<file path="config.mk">
export PLATFORM = sky130hd
export DESIGN_NAME = picosoc_iomem_timer
export DESIGN_NICKNAME = d
export VERILOG_FILES = /design/src/rtl/picosoc_iomem_timer.sv
export SDC_FILE = /design/constraint.sdc
export NUM_CORES = 1
export LEC_CHECK = 0
export BUFFER_PORTS_ARGS = -buffer_cell sky130_fd_sc_hd__buf_2
export CORE_ASPECT_RATIO = 1.2
export CORE_MARGIN = 3
export CORE_UTILIZATION = 51
export DETAILED_ROUTE_END_ITERATION = 10
export PLACE_DENSITY_LB_ADDON = 0.2
export SLEW_MARGIN = 10
export SYNTH_ARGS = -nofsm -noshare
export SYNTH_HDL_FRONTEND = slang
export SYNTH_SLANG_ARGS = --single-unit
</file>
<file path="constraint.sdc">
create_clock -name clk -period 3.54 [get_ports clk]
set_input_delay 0.177 -clock clk [delete_from_list [all_inputs] [get_ports clk]]
set_output_delay 0.177 -clock clk [all_outputs]
set_load 0.005 [all_outputs]
</file>
<file path="src/rtl/picosoc_iomem_timer.sv">
// Down-counting timer slave on the PicoSoC iomem bus with a prescaler, auto-reload or
// one-shot modes, and a level interrupt driven by the sticky STATUS flag.
module picosoc_iomem_timer #(
  parameter logic [31:0] BASE_ADDR = 32'h0300_0000,
  parameter int unsigned CNT_WIDTH = 32,
  parameter int unsigned PRE_WIDTH = 16
) (
  input  logic        clk,
  input  logic        resetn,
  input  logic        iomem_valid,
  output logic        iomem_ready,
  input  logic [3:0]  iomem_wstrb,
  input  logic [31:0] iomem_addr,
  input  logic [31:0] iomem_wdata,
  output logic [31:0] iomem_rdata,
  output logic        timer_irq
);

  localparam int unsigned BUS_W = 32;
  localparam logic [2:0] OFF_CTRL     = 3'd0;
  localparam logic [2:0] OFF_PRESCALE = 3'd1;
  localparam logic [2:0] OFF_COUNT    = 3'd2;
  localparam logic [2:0] OFF_RELOAD   = 3'd3;
  localparam logic [2:0] OFF_STATUS   = 3'd4;

  // Byte-lane merge of a write into an existing register value
  function automatic logic [BUS_W-1:0] merge_bytes(input logic [BUS_W-1:0] old_v,
                                                   input logic [BUS_W-1:0] new_v,
                                                   input logic [3:0]       strb);
    logic [BUS_W-1:0] r;
    r = old_v;
    for (int i = 0; i < 4; i++) begin
      if (strb[i]) r[8*i +: 8] = new_v[8*i +: 8];
    end
    return r;
  endfunction

  logic                 en, auto_reload, irq_en, flag;
  logic                 en_n, auto_reload_n, irq_en_n, flag_n;
  logic [PRE_WIDTH-1:0] prescale, pre_cnt, prescale_n, pre_cnt_n;
  logic [CNT_WIDTH-1:0] count, reload, count_n, reload_n;

  logic                 in_win, sel, wr, sel_rd;
  logic [2:0]           off;
  logic                 wr_ctrl, wr_prescale, wr_count, wr_reload, wr_status;
  logic                 tick, count_zero, hw_set, w1c;
  logic [2:0]           ctrl_w;
  logic [PRE_WIDTH-1:0] prescale_w;
  logic [CNT_WIDTH-1:0] count_w, reload_w;
  logic [BUS_W-1:0]     rd_val;
  logic                 unused_addr;

  // Window decode and handshake qualifiers; the !ready term makes each request 2 cycles
  assign in_win = (iomem_addr[31:5] == BASE_ADDR[31:5]);
  assign off    = iomem_addr[4:2];
  assign sel    = iomem_valid && in_win && !iomem_ready;
  assign wr     = sel && (iomem_wstrb != 4'b0000);
  assign sel_rd = sel && (iomem_wstrb == 4'b0000);
  assign unused_addr = ^iomem_addr[1:0];

  assign wr_ctrl     = wr && (off == OFF_CTRL);
  assign wr_prescale = wr && (off == OFF_PRESCALE);
  assign wr_count    = wr && (off == OFF_COUNT);
  assign wr_reload   = wr && (off == OFF_RELOAD);
  assign wr_status   = wr && (off == OFF_STATUS);

  assign ctrl_w     = 3'(merge_bytes(BUS_W'({irq_en, auto_reload, en}), iomem_wdata, iomem_wstrb));
  assign prescale_w = PRE_WIDTH'(merge_bytes(BUS_W'(prescale), iomem_wdata, iomem_wstrb));
  assign count_w    = CNT_WIDTH'(merge_bytes(BUS_W'(count), iomem_wdata, iomem_wstrb));
  assign reload_w   = CNT_WIDTH'(merge_bytes(BUS_W'(reload), iomem_wdata, iomem_wstrb));

  assign tick       = en && (pre_cnt == prescale);
  assign count_zero = (count == '0);
  assign hw_set     = tick && count_zero;
  assign w1c        = wr_status && iomem_wstrb[0] && iomem_wdata[0];

  // Next-state: software writes win over tick effects, except a hardware flag set beats W1C
  always_comb begin
    en_n          = en;
    auto_reload_n = auto_reload;
    irq_en_n      = irq_en;
    flag_n        = flag;
    prescale_n    = prescale;
    pre_cnt_n     = pre_cnt + PRE_WIDTH'(1);
    count_n       = count;
    reload_n      = reload;

    if (wr_prescale || !en || tick) pre_cnt_n = '0;
    if (wr_prescale) prescale_n = prescale_w;
    if (wr_reload)   reload_n   = reload_w;

    if (wr_ctrl) begin
      en_n          = ctrl_w[0];
      auto_reload_n = ctrl_w[1];
      irq_en_n      = ctrl_w[2];
    end else if (hw_set && !auto_reload) begin
      en_n = 1'b0;
    end

    if (wr_count) begin
      count_n = count_w;
    end else if (tick) begin
      if (!count_zero)      count_n = count - CNT_WIDTH'(1);
      else if (auto_reload) count_n = reload;
    end

    if (hw_set)   flag_n = 1'b1;
    else if (w1c) flag_n = 1'b0;
  end

  // Read mux; reserved offsets fall through to zero
  always_comb begin
    rd_val = '0;
    case (off)
      OFF_CTRL:     rd_val = BUS_W'({irq_en, auto_reload, en});
      OFF_PRESCALE: rd_val = BUS_W'(prescale);
      OFF_COUNT:    rd_val = BUS_W'(count);
      OFF_RELOAD:   rd_val = BUS_W'(reload);
      OFF_STATUS:   rd_val = BUS_W'(flag);
      default:      rd_val = '0;
    endcase
  end

  always_ff @(posedge clk or negedge resetn) begin
    if (!resetn) begin
      en          <= 1'b0;
      auto_reload <= 1'b0;
      irq_en      <= 1'b0;
      flag        <= 1'b0;
      prescale    <= '0;
      pre_cnt     <= '0;
      count       <= '0;
      reload      <= '0;
      iomem_ready <= 1'b0;
      iomem_rdata <= '0;
    end else begin
      en          <= en_n;
      auto_reload <= auto_reload_n;
      irq_en      <= irq_en_n;
      flag        <= flag_n;
      prescale    <= prescale_n;
      pre_cnt     <= pre_cnt_n;
      count       <= count_n;
      reload      <= reload_n;
      iomem_ready <= sel;
      iomem_rdata <= sel_rd ? rd_val : '0;
    end
  end

  // Both terms are flops, so the interrupt never follows bus activity combinationally
  assign timer_irq = flag && irq_en;

endmodule

</file>
# --- Word-level counts from Yosys, hierarchy flattened ---
# Cells that the tools add are included.
# W data, S select, Z words.
word_totals:
  out_inout_bits: 34
  input_bits: 71
  wordCells: 86
  regBits: 133
classes:
  eq_ne: 12
  muxes: 16
  add_sub_neg: 2
  n_reduce_logical: 39
op_table:
  columns: ["operator", "n"]
  rows:
  - ["$mux W32", 5]
  - ["$pmux W32 S5", 1]
  - ["$logic_not A32 Y1", 1]
  - ["$mux W8", 4]
  - ["$sub A32 B1 Y32 const B", 1]
  - ["$eq A27 B21 Y1 const B", 1]
  - ["$add A16 B1 Y16 const B", 1]
  - ["$eq A16 B16 Y1", 1]
  - ["$mux W16", 1]
  - ["$reduce_and A2 Y1", 8]
  - ["$logic_and A1 B1 Y1", 15]
  - ["$reduce_and A3 Y1", 4]
  - ["$ne A2 B2 Y1 const B", 5]
  - ["$eq A3 B2 Y1 const B", 2]
  - ["$reduce_bool A2 Y1", 3]
  - ["$mux W1", 5]
  - ["$logic_not A4 Y1", 1]
  - ["$reduce_bool A4 Y1", 1]
  - ["$eq A3 B1 Y1 const B", 1]
  - ["$eq A3 B3 Y1 const B", 1]
  - ["$logic_not A1 Y1", 3]
  - ["$logic_not A3 Y1", 1]
  - ["$ne A3 B3 Y1 const B", 1]
  - ["$logic_or A1 B1 Y1", 2]

# --- Logic depth before layout (Yosys ltp) ---
# Gate-level depths: netlist (run 1).
depth:
  ltp_word: 9
  mapped_depth: 10
  depth_no_buf: 8

# --- Worst setup path after synthesis (run 1) ---
# OpenSTA, ideal clock, no wires.
synth_timing:
  path_type: "register to register"
  startpoint: "register count[14]"
  endpoint: "register count[26]"
  synth_period_minus_slack_ns: 2.512
  setup_ns: 0.125
  required_ns: 3.415
  path_buffers: 1
  arrival_ns: 2.387
  path_stages_with_launch: 8
  path_slack_ns: 1.028
  cell_sequence: "dfrtp_1 > or4_4 > or4b_4 > buf_6 > o31a_1 > nor3_1 > o31ai_1 > mux2_2"
synth_via:
  elab_chain_len: 4
  elab_cells_between_ends: 7
  cone_classes: "1 x add/sub; 1 x eq/ne; 3 x mux; 2 x reduce/logical"
synth_lines:
  columns: ["element", "line", "text"]
  rows:
  - ["start, declared", "41", "logic [CNT_WIDTH-1:0] count, reload, count_n, reload_n;"]
  - ["start signal, assigned", "143", "count <= count_n;"]
  - ["$sub A32 B1 Y32 / $logic_not A32 Y1 (equally long branches)", "103, 73", null]
  - ["$mux W32", "103", "if (!count_zero) count_n = count - CNT_WIDTH'(1);"]
  - ["$mux W32", "102", "end else if (tick) begin"]
  - ["$mux W32", "100", "if (wr_count) begin"]
# Several ways; a longest one is shown, not always the timed one. The select of a mux whose other input is x is not followed.
# A chain may end at the register's enable or synchronous reset.

# --- Worst setup path after layout (run 1) ---
layout_timing:
  startpoint: "register count[10]"
  endpoint: "register count[17]"
# Same word-level chain as after synthesis.

==> impl_metrics.env, run 1 <==
export IMPL_fmaxAchievable_mhz=324.8
export IMPL_antenna_found_initial=0
export IMPL_ios=105
export IMPL_synthDistinctLibCells=62
export IMPL_rsz0062_at_grt="false"
export IMPL_setup_violations=0
export IMPL_netlist_top_cell_by_area="dfrtp_1"
export IMPL_switching_share=0.2033
export IMPL_dieArea_um2=15990
export IMPL_powerDensity_nw_per_um2=411.8
export IMPL_clock_sinks=133
export IMPL_ys_seq_elements=133
export IMPL_start_kind="register"
export IMPL_dp_cells=979
export IMPL_synthTopCellsByArea="dfrtp_1 (45%), mux2_2 (11%), nor2_1 (4.0%)"
export IMPL_fin_crit_ps=3079
export IMPL_clockPowerShare=0.545
export IMPL_dpl_hpwl_mm=14.30
export IMPL_avgSynthCellArea_um2=10.09
export IMPL_start_util=0.5283
export IMPL_viasPerCell=6.195
export IMPL_worst_skew_pair_late_latency_ps=420
export IMPL_post_route_period_util=0.8697
export IMPL_crit_type="register to register"
export IMPL_maxSlewHeadroom=0.3356
export IMPL_synthArstFlopShare=1.000
export IMPL_drv_slew=0
export IMPL_tns_ps=0
export IMPL_routed_wl_mm=19.96
export IMPL_nets=911
export IMPL_root_buffer="clkbuf_16"
export IMPL_rows=47
export IMPL_synthFlopType="dfrtp_1"
export IMPL_cts_tree="done"
export IMPL_netlist_area_leader_share=0.4501
export IMPL_core_area_um2=14000
export IMPL_critPathSlowestCell="nor4_1"
export IMPL_final_cell_count_no_fill=1020
export IMPL_worst_hold_path_type="input port to register"
export IMPL_ir_drop_uv=370.1
export IMPL_routedWlPerCell_um=19.56
export IMPL_final_hold_viol_count=0
export IMPL_final_core_util=0.6333
export IMPL_slowest_delay_ps=690
export IMPL_port_buffers=102
export IMPL_cts_made_buffers=17
export IMPL_antenna_cells=0
export IMPL_synthToLayoutAreaGrowth_pct=19.86
export IMPL_clk_pin_slew_ps=60
export IMPL_p_leak_nw=4.143
export IMPL_antenna_left=0
export IMPL_power_frac_comb=0.038
export IMPL_drt_iter0_drc=461
export IMPL_grt_max_degree=67
export IMPL_die_w_um=115.9
export IMPL_final_common_cell="dfrtp_1"
export IMPL_synth_fp_nets=807
export IMPL_cts_hold_buf=9
export IMPL_drc=0
export IMPL_synthCells=733
export IMPL_die_h_um=137.9
export IMPL_overflow=0
export IMPL_crit_arrival_ps=3430
export IMPL_cts_resized_gates=0
export IMPL_crit_fanout=10
export IMPL_netSwitchingPower_uw=742.2
export IMPL_clockBufferDepth=2
export IMPL_skew_ps=9.613
export IMPL_fin_total_pwr_mw=3.650
export IMPL_p_int_mw=2.908
export IMPL_end_kind="register"
export IMPL_required_ps=3890
export IMPL_synth_area_um2=7395
export IMPL_outcome="finished, final reports clean"
export IMPL_layout_drive_gt1_share=0.2921
export IMPL_grt_first_pass_wirelength_mm=32.15
export IMPL_crit_chain="nor4_1, nand4_1, buf_4, or4_1, and3_1, o31ai_1, mux2_2"
export IMPL_ys_warn_count=0
export IMPL_grt_usage=0.2575
export IMPL_place_congestion=0.8988
export IMPL_grt_pass1_vias=6355
export IMPL_layout_common_cells="dfrtp_1 (133), buf_2 (101), nor2_1 (79), mux2_2 (74), nand2_1 (47)"
export IMPL_yosysSeqAreaShare=0.4501
export IMPL_tightest_slew_ps=994.6
export IMPL_synth_edff_count=0
export IMPL_postCtsSetupBuffers=0
export IMPL_p_seq_frac=0.417
export IMPL_vias=6319
export IMPL_cts_max_level=4
export IMPL_maxCapViolCount=0
export IMPL_drtPass1Iterations=7
## registers in the layout, summed over array words and instances (netlist names), 16 cells and up
name         count
reload          32
pre_cnt         16
count           32
iomem_rdata     32
prescale        16
## worst max-delay path: cells and delay by family (launching register included)
| family | cells | cell delay (ps) |
|---|---|---|
| buffers and inverters | 1 | 330 |
| AND/OR/NAND/NOR | 4 | 1820 |
| flip-flops | 1 | 450 |
| AO/OA/AOI/OAI | 1 | 230 |
| multiplexers | 1 | 200 |
## synth_stat cells, types with 12 or more instances
| cell type | count |
|---|---|
| clkbuf_1 | 38 |
| nor3_1 | 23 |
| nand4_1 | 16 |
| nor4_1 | 22 |
| o21ai_0 | 21 |
| and3_1 | 15 |
| nor2_1 | 79 |
| xor2_1 | 32 |
| a22oi_1 | 29 |
| nand2_1 | 47 |
| nand3_1 | 24 |
| o31ai_1 | 14 |
| o211ai_1 | 12 |
| xnor2_1 | 12 |
| mux2_2 | 74 |
| dfrtp_1 | 133 |
## power by group through the flow
stage                     clock network, mW  registers (mW)  logic [mW]
after floorplan                           0            1.55      0.0335
after global placement                    0            1.55       0.127
after global routing                   2.08            1.52       0.153
after CTS                              2.02            1.52       0.138
after detailed placement                  0            1.55       0.130
final                                  1.99            1.52       0.138
## cells by family after synthesis
| group | share of synthesized area |
|---|---|
| compound gates | 0.1069 |
| xor+xnor | 0.05212 |
| fa+ha+maj | 0.005077 |
| buf+inv | 0.03198 |
| flops | 0.4501 |
| mux | 0.1337 |
| simple gates | 0.2201 |
## final timing paths
check                                 from              end  slack (ps)  depth (start not counted)
hold / removal             iomem_wdata[24]       reload[24]          10                          2
setup reg to reg                 count[10]        count[17]         460                          7
min in group asynchronous           resetn  iomem_rdata[17]         340                          2
setup / recovery                 count[10]        count[17]         460                          7
hold reg to reg                 reload[13]       reload[13]         530                          1
max in group asynchronous           resetn       pre_cnt[5]        2260                          3
## stage by stage
stage	hold WS, ps	worst slack (ps)	cell area (µm²)
after floorplan	-118.6	1028	7395
after global placement	215.7	654.9	8094
after detailed placement	226.0	561.1	8094
after CTS	0.8490	514.6	8853
after global routing	7.501	343.6	8864
final	14.50	461.1	8864
## final cells by class
type	count	area [µm²]
fill	1119	5132
clock buffer	18	439.2
inverter	10	37.54
timing repair buffer	133	774.5
sequential	133	3328
multi-input combinational	542	3840
clock inverter	13	230.2
tap	171	214.0
## routing by layer
layer,share of wire,GRT usage,up-vias
met4,0.022,0.09478,0
met1,0.41,0.3240,3165
met2,0.51,0.4386,210
met3,0.048,0.05194,34
li1,-,-,2910
met5,0,0,-
(Power assumes the default switching activity.)
==> run 2, diff against run 1 <==
CORE_ASPECT_RATIO = 0.75   (was 1.2)
==> run 2 against run 1 <==
Sequential power about the same. Clock skew up 0.57 ps. First-iteration DRC count up 37%. Worst hold slack worse by 2.1 ps. Non-clock buffer count up 3. Global-route usage up 0.92 points. Setup slack better by 150 ps. Sequential share of layout area down 0.14 points. Final cell count up 2.7%. Maximum frequency up 5.1%. Critical path depth down 1. Total power down 1.2%.
==> impl_metrics.env, run 2 (synthesis gave the netlist of run 1 again) <==
export IMPL_switching_share=0.2309
export IMPL_grt_pass1_vias=6418
export IMPL_grt_first_pass_wirelength_mm=33.58
export IMPL_multiInputGateArea_um2=3840
export IMPL_p_seq_frac=0.421
export IMPL_die_w_um=145.0
export IMPL_fmaxAchievable_mhz=341.5
export IMPL_setup_violations=0
export IMPL_overflow=0
export IMPL_p_leak_nw=4.145
export IMPL_end_kind="register"
export IMPL_placed_area_um2=8124
export IMPL_grt_usage=0.2667
export IMPL_drc=0
export IMPL_core_area_um2=13930
export IMPL_maxCapViolCount=0
export IMPL_drtPass1Iterations=5
export IMPL_fin_crit_ps=2929
export IMPL_rows=37
export IMPL_vias=6417
export IMPL_ir_drop_uv=301.4
export IMPL_tightest_slew_ps=1128
export IMPL_netSwitchingPower_uw=832.9
export IMPL_outcome="finished, final reports clean"
export IMPL_fill_cells=1113
export IMPL_antenna_left=0
export IMPL_start_util=0.5307
export IMPL_port_buffers=102
export IMPL_routedWlPerCell_um=19.74
export IMPL_finish_instance_area_um2=8896
export IMPL_reg_top3="count (32), iomem_rdata (32), reload (32)"
export IMPL_root_buffer="clkbuf_16"
export IMPL_place_congestion=0.9377
export IMPL_antenna_found_initial=0
export IMPL_drt_iter0_drc=630
export IMPL_power_frac_comb=0.040
export IMPL_powerDensity_nw_per_um2=405.5
export IMPL_start_kind="register"
export IMPL_maxSlewHeadroom=0.2462
export IMPL_worst_skew_pair_late_latency_ps=430
export IMPL_crit_arrival_ps=3240
export IMPL_dieArea_um2=16000
export IMPL_rsz0062_at_grt="false"
export IMPL_routed_wl_mm=20.69
export IMPL_post_route_period_util=0.8273
export IMPL_final_seq_area_um2=3328
export IMPL_skew_ps=10.19
export IMPL_die_h_um=110.3
export IMPL_cts_resized_gates=0
export IMPL_cts_made_buffers=17
export IMPL_clock_sinks=133
export IMPL_nets=914
export IMPL_crit_fanout=16
export IMPL_layout_common_cells="dfrtp_1 (133), buf_2 (101), nor2_1 (79), mux2_2 (74), nand2_1 (47)"
export IMPL_final_core_util=0.6384
export IMPL_cts_max_level=4
export IMPL_crit_type="register to register"
export IMPL_final_hold_viol_count=0
export IMPL_worst_hold_path_type="input port to register"
export IMPL_drv_slew=0
export IMPL_final_common_cell="dfrtp_1"
export IMPL_layout_drive_gt1_share=0.2919
export IMPL_tns_ps=0
export IMPL_clockBufferDepth=2
export IMPL_viasPerCell=6.123
export IMPL_clockPowerShare=0.539
export IMPL_required_ps=3850
export IMPL_clk_pin_slew_ps=60
export IMPL_p_int_mw=2.775
export IMPL_dpl_hpwl_mm=14.50
export IMPL_antenna_cells=0
export IMPL_ios=105
export IMPL_cts_tree="done"
export IMPL_synthToLayoutAreaGrowth_pct=20.30
export IMPL_grt_max_degree=85
## run 2: changes by cell type in the layout (fill, tap and decap cells not counted), moves of 2 or more
cell           previous run  this run
inv_6                     0         6
dlygate4sd3_1            10        13
bufinv_16                 6         4
clkinv_2                  2         0
## run 2: repair_timing
item | 4_1_cts | 5_1_grt
hold buffers | 13 | 0
setup buffers | 0 | 0
hold endpoints to repair | 94 | 0
## run 2: critical path, stage by stage, from the launching register on
cell and delay (ps):
dfrtp_1 440, nor4_1 590, nor4b_4 410, nand3_2 350, o2111a_1 620, nor3b_1 320
a21oi_1 70
## run 2: final timing paths
kind	startpoint	to	slack, ps	cells past startpoint
worst min register to register	reload[28]	reload[28]	530	1
worst max-delay path	count[10]	count[30]	610	6
worst max register to register	count[10]	count[30]	610	6
max in group asynchronous	resetn	pre_cnt[12]	2260	3
worst min-delay path	iomem_wdata[6]	count[6]	10	3
min in group asynchronous	resetn	reload[21]	390	2
## run 2: per-layer routing
layer	routed length, µm	up-vias	part of all wire	GRT usage
met5	0	-	0	0
met1	9783	3198	0.47	0.3820
li1	-	2923	-	-
met3	1479	25	0.071	0.05394
met4	299	0	0.014	0.09085
met2	9126	271	0.44	0.4103
## run 2: area by class of cell
type / instances / share of cell area
Clock inverter: 15 / 0.02433
Multi-Input combinational cell: 542 / 0.4316
Sequential cell: 133 / 0.3741
Tap cell: 195 / 0.02743
Timing Repair Buffer: 136 / 0.09044
Inverter: 10 / 0.004219
Clock buffer: 17 / 0.04782
## run 2: power by group through the flow
stage	registers [mW]	logic, mW	clock network [mW]
finish	1.52	0.143	1.94
detailed placement	1.55	0.132	0
global placement	1.55	0.127	0
CTS	1.52	0.144	1.97
global route	1.52	0.158	2.04
floorplan	1.55	0.0335	0
## run 2: metrics by stage
step / total power [mW] / std cells / hold WS [ps] / worst slack [ps]
6_report: 3.608 / 1048 / 12.36 / 611.4
5_1_grt: 3.717 / 1048 / 8.441 / 364.4
4_1_cts: 3.631 / 1048 / 0.02884 / 625.6
3_5_place_dp: 1.680 / 1003 / 299.1 / 597.2
3_3_place_gp: 1.676 / 1003 / 278.0 / 699.1
2_1_floorplan: 1.582 / 733 / -118.6 / 1028
